`config.mk`:
```
export PLATFORM = sky130hd
export DESIGN_NAME = rackctl_cmd_buffer
export DESIGN_NICKNAME = d
export VERILOG_FILES = /design/src/rtl/rackctl_cmd_buffer.sv
export SDC_FILE = /design/constraint.sdc
export NUM_CORES = 1
export LEC_CHECK = 0
export CAP_MARGIN = 10
export CORE_UTILIZATION = 30
export CTS_BUF_LIST = sky130_fd_sc_hd__clkbuf_4 sky130_fd_sc_hd__clkbuf_8
export DETAILED_ROUTE_END_ITERATION = 6
export PLACE_DENSITY_LB_ADDON = 0.1
export SETUP_SLACK_MARGIN = 0.5
export SYNTH_ARGS = -nofsm -noshare
export SYNTH_HDL_FRONTEND = slang
export SYNTH_SLANG_ARGS = --single-unit
```
`constraint.sdc`:
```
create_clock -name wb_clk_i -period 15.55 [get_ports wb_clk_i]
set_clock_uncertainty 0.15 [all_clocks]
set_input_delay 2.3325 -clock wb_clk_i [delete_from_list [all_inputs] [get_ports wb_clk_i]]
set_output_delay 2.3325 -clock wb_clk_i [all_outputs]
set_load 0.02 [all_outputs]
```
`src/rtl/rackctl_cmd_buffer.sv`:
```
// Byte-serial RACKctl mode-1 command assembler feeding a command FIFO for the WISHBONE master.
// Optional RACKCTL_CMDBUF_CKSUM_EN appends an XOR checksum byte to every frame.
module rackctl_cmd_buffer #(
  parameter int DEPTH_LOG2 = 4
) (
  input  logic                  wb_clk_i,
  input  logic                  wb_rst_i,
  input  logic [7:0]            s_tdata_i,
  input  logic                  s_tvalid_i,
  input  logic                  s_tlast_i,
  output logic                  s_tready_o,
  output logic [23:0]           cmd_addr_o,
  output logic [31:0]           cmd_data_o,
  output logic                  cmd_valid_o,
  input  logic                  cmd_ack_i,
  input  logic                  flush_i,
  output logic [DEPTH_LOG2:0]   count_o,
  output logic                  frame_err_o
);

  localparam int DEPTH = 1 << DEPTH_LOG2;
  localparam logic [DEPTH_LOG2:0] FULL_CNT = (DEPTH_LOG2+1)'(DEPTH);
`ifdef RACKCTL_CMDBUF_CKSUM_EN
  localparam logic [2:0] LAST_IDX = 3'd7;
  localparam int         HOLD_W   = 56;
`else
  localparam logic [2:0] LAST_IDX = 3'd6;
  localparam int         HOLD_W   = 48;
`endif

  typedef enum logic {
    ST_ASSEMBLE = 1'b0,
    ST_DISCARD  = 1'b1
  } state_t;

  state_t              r_state;
  logic [2:0]          r_bcnt;
  logic [HOLD_W-1:0]   r_hold;
  logic                r_err;
  logic [DEPTH_LOG2:0] r_wptr;
  logic [DEPTH_LOG2:0] r_rptr;
  logic [55:0]         r_mem [DEPTH];
`ifdef RACKCTL_CMDBUF_CKSUM_EN
  logic [7:0]          r_cksum;
`endif

  logic [DEPTH_LOG2:0] w_count;
  logic                w_full;
  logic                w_empty;
  logic                w_accept;
  logic                w_last_byte;
  logic                w_frame_ok;
  logic                w_push;
  logic                w_pop;
  logic [55:0]         w_entry;
  logic [55:0]         w_head;

  assign w_count     = r_wptr - r_rptr;
  assign w_full      = (w_count == FULL_CNT);
  assign w_empty     = (w_count == '0);
  assign s_tready_o  = !w_full && !wb_rst_i;
  assign w_accept    = s_tvalid_i && s_tready_o;
  assign w_last_byte = (r_bcnt == LAST_IDX);

`ifdef RACKCTL_CMDBUF_CKSUM_EN
  assign w_entry    = r_hold;
  assign w_frame_ok = (s_tdata_i == r_cksum);
`else
  // The final data byte goes straight into the entry rather than the holding register.
  assign w_entry    = {r_hold, s_tdata_i};
  assign w_frame_ok = 1'b1;
`endif

  assign w_push = w_accept && !flush_i && (r_state == ST_ASSEMBLE) && w_last_byte && w_frame_ok;
  assign w_pop  = cmd_ack_i && !w_empty && !flush_i;

  always_ff @(posedge wb_clk_i or posedge wb_rst_i) begin
    if (wb_rst_i) begin
      r_state <= ST_ASSEMBLE;
      r_bcnt  <= '0;
      r_hold  <= '0;
      r_err   <= 1'b0;
      r_wptr  <= '0;
      r_rptr  <= '0;
`ifdef RACKCTL_CMDBUF_CKSUM_EN
      r_cksum <= '0;
`endif
    end else if (flush_i) begin
      r_state <= ST_ASSEMBLE;
      r_bcnt  <= '0;
      r_err   <= 1'b0;
      r_wptr  <= '0;
      r_rptr  <= '0;
    end else begin
      if (w_push) r_wptr <= r_wptr + 1'b1;
      if (w_pop)  r_rptr <= r_rptr + 1'b1;
      if (w_accept) begin
        case (r_state)
          ST_ASSEMBLE: begin
            if (w_last_byte) begin
              r_bcnt <= '0;
              if (!w_frame_ok || !s_tlast_i) r_err <= 1'b1;
              if (!s_tlast_i) r_state <= ST_DISCARD;
            end else if (s_tlast_i) begin
              r_bcnt <= '0;
              r_err  <= 1'b1;
            end else begin
              r_bcnt <= r_bcnt + 1'b1;
              r_hold <= {r_hold[HOLD_W-9:0], s_tdata_i};
`ifdef RACKCTL_CMDBUF_CKSUM_EN
              r_cksum <= (r_bcnt == 3'd0) ? s_tdata_i : (r_cksum ^ s_tdata_i);
`endif
            end
          end
          ST_DISCARD: begin
            // Swallow the rest of an overlong frame up to its tlast.
            if (s_tlast_i) begin
              r_state <= ST_ASSEMBLE;
              r_bcnt  <= '0;
            end
          end
          default: r_state <= ST_ASSEMBLE;
        endcase
      end
    end
  end

  always_ff @(posedge wb_clk_i) begin
    if (w_push) r_mem[r_wptr[DEPTH_LOG2-1:0]] <= w_entry;
  end

  assign w_head      = r_mem[r_rptr[DEPTH_LOG2-1:0]];
  assign cmd_valid_o = !w_empty;
  assign cmd_addr_o  = w_empty ? 24'h0 : w_head[55:32];
  assign cmd_data_o  = w_empty ? 32'h0 : w_head[31:0];
  assign count_o     = w_count;
  assign frame_err_o = r_err;

endmodule
```
==> results.toml <==
[yosys]
netlist_area_um2 = 37090
ys_types = 45
synth-main-ff-cell = "edfxtp_1"
avgSynthCellArea_um2 = 21.56
ys_seq_area_share_pct = 76.79
yosys_warnings = 0
synthCells = 1720
synth-seq-cells = 959
synth_edf_count = 896
synth_nets = 1746
async_flop_share_pct = 6.569

[cells_and_area]
syn_to_final_growth_pct = 16.30
final_common_cell = "edfxtp_1"
n_fill_cell = 11420
final_cells = 3673
final_cell_mix = "896 x edfxtp_1, 224 x mux4_2, 178 x clkbuf_8"
register_area_um2 = 28500
multi_input_comb_area_um2 = 8179
nNetsFinal = 1929
drive_above_1_share_pct = 28.59

[worst_setup_path]
regToRegSetupSlack_ps = 10320
cp.required_ps = 13070
endpoint_kind = "output port"
worstReg2RegStart = "r_rptr[0]$_DFFE_PP0P_"
worstSetupStartpointType = "flip-flop"
critical_path_class = "reg -> out"
worstRegToRegCells = 8
r2r-end = "r_mem[11][10]$_DFFE_PP_"
cp.arrival_ps = 6050
crit_fanout = 57

[cts]
cts_setup_buffers = 0
clock_latency_ps = 820
path_clk_slew_ps = 70
htreeDepth = 4
cts.path.max_buffers = 3
cts_buffers = 168
cts_hold_buf = 0
cts_root_buf = "clkbuf_8"
clock-sinks = 959
cts_tree = "built"
cts_resized = 0

[placed_design]
place_inst = 3358
io_buffers = 77
routabilityCongestion = 0.6702
hpwlAfterDp_mm = 47.67

[min_path]
hold_start = "r_wptr[4]$_DFFE_PP0P_"
holdPathEnd = "r_wptr[4]$_DFFE_PP0P_"
min_delay_path_depth = 1
min_path_type = "reg -> reg"

[power]
p_sw_share_pct = 29.72
p_sw_w = 0.002117
p_leak_nw = 13.99
pwr_density_cell_nw_per_um2 = 165.2
total_power_w = 0.007125
p_seq_share_pct = 47.4
clkPwrFrac_pct = 32.1
worst_ir_drop_vdd_uv = 116.2
p_int_w = 0.005007
power.share.combinational_pct = 20.5

[routing]
top_layer = "met4"
wl_met2_mm = 47.91
wl_met1_mm = 45.00
viasPerCell = 4.827
postRouteWirelength_mm = 98.76
route.detailed.drc = 0
vias = 17729
drt_iter0_drc = 1312
wl_met3_mm = 3.937
dr.pass1.iters = 5
avgRoutedWirePerCell_um = 26.89
drtAntennaViolNets = 0

[die]
core.rowCount = 128
die_area_um2 = 125000
die_w_um = 353.6
dieHeight_um = 353.6
start_util_pct = 30.35
coreArea_um2 = 122200
ioPinCount = 78

[timing]
fin_crit_ps = 8529
setup_violations = 0
relSlewSlack_pct = 17.43
setup-tns-final_ps = 0
slew_viol_final = 0
period_share_pct = 54.85
rsz0062_at_grt = "false"
finalHoldViolCount = 0
worstMarginPinSlew_ps = 1231
max_freq_mhz = 117.3

[grt]
grt_max_degree = 103
grt_pass1_vias = 19729
grt_antenna_before_repair = 3
grt_pass1_wl_mm = 141.4
grt_overflow_total = 0
track_usage_pct = 15.88

[run]
drv_cap = 0

[outcome]
status = "finished, final reports clean"
==> area by class of cell <==
type / instances / share of cell area [%]
Antenna cell: 2 / 0.01160
Clock buffer: 249 / 6.915
Clock inverter: 64 / 0.8093
Inverter: 13 / 0.1247
Multi-Input combinational cell: 652 / 18.96
Sequential cell: 959 / 66.06
Tap cell: 1625 / 4.713
Timing Repair Buffer: 109 / 2.402
==> per-stage QoR <==
stage | area (µm²) | util [%] | hold WS, ps | setup slack [ps]
6_report | 43140 | 35.30 | 363.1 | 7021
3_5_place_dp | 39800 | 32.57 | 337.5 | 7790
2_1_floorplan | 37090 | - | 319.4 | 7995
4_1_cts | 43130 | 35.30 | 360.9 | 6819
3_3_place_gp | 39780 | 32.55 | 335.5 | 7701
5_1_grt | 43130 | 35.30 | 373.6 | 6738
==> cell usage after synthesis, types with 3 or more instances <==
library cell    n  area [µm²]
inv_1          12       45.04
a211oi_1       56       420.4
xnor2_1         6       52.55
and3_1         71       444.2
dfrtp_1        63        1577
a31oi_1         4       25.02
nand2b_1        4       25.02
nor2_1         15       56.30
buf_4           5       37.54
edfxtp_1      896       26910
buf_6           6       67.56
buf_1           9       33.78
buf_2          36       180.2
a21oi_1         3       15.01
mux2_2         32       360.4
nand2_1       116       435.4
nor2b_1         5       31.28
mux4_2        224        5045
mux2i_1        60       600.6
ha_1           11       137.6
clkbuf_1       39       146.4
mux2_1         18       202.7
==> logic make-up after synthesis <==
logic type,count (synthesis),synth area share [%]
AND/OR/NAND/NOR,224,2.935
flip-flops,959,76.79
XOR/XNOR,9,0.2328
multiplexers,335,16.78
adder cells (fa/ha/maj),12,0.4250
buffers and inverters,109,1.400
AO/OA/AOI/OAI,72,1.440
==> critical path, stage by stage (launching register included) <==
cell	delay (ps)
dfrtp_4	840
buf_4	610
buf_4	870
buf_4	740
nand2_1	100
and3_1	190
a211oi_1	990
clkdlybuf4s50_1	790
==> routing by layer <==
layer | global-route usage [%] | vias up
met3 | 3.057 | 151
li1 | - | 7506
met5 | 0 | -
met1 | 21.40 | 9693
met4 | 4.736 | 0
met2 | 25.98 | 379
==> power by group through the flow <==
stage | clock network [W] | registers (W) | logic (W)
global route | 0.00247 | 0.00341 | 0.00157
finish | 0.00229 | 0.00338 | 0.00146
detailed placement | 0 | 0.00344 | 0.00150
global placement | 0 | 0.00341 | 0.00149
floorplan | 0 | 0.00326 | 0.000951
CTS | 0.00237 | 0.00338 | 0.00151
==> state kept, by name (all words and copies together) (netlist names) <==
| register | count |
|---|---|
| r_mem | 896 |
| r_rptr | 5 |
| r_wptr | 5 |
| r_state | 1 |
| r_bcnt | 3 |
| r_hold | 48 |
| frame_err_o | 1 |
==> worst max path at each step <==
stage / slack, ps / from / end
2_1_floorplan: 8000 / s_tvalid_i / r_mem[3][0]$_DFFE_PP_
3_3_place_gp: 7700 / r_rptr[3]$_DFFE_PP0P_ / cmd_addr_o[8]
3_5_place_dp: 7790 / r_rptr[1]$_DFFE_PP0P_ / cmd_data_o[26]
4_1_cts: 6820 / r_rptr[1]$_DFFE_PP0P_ / cmd_data_o[26]
5_1_grt: 6740 / r_rptr[1]$_DFFE_PP0P_ / cmd_data_o[30]
6_report: 7020 / r_rptr[1]$_DFFE_PP0P_ / cmd_data_o[29]
Power figures use the tool's default switching activity.
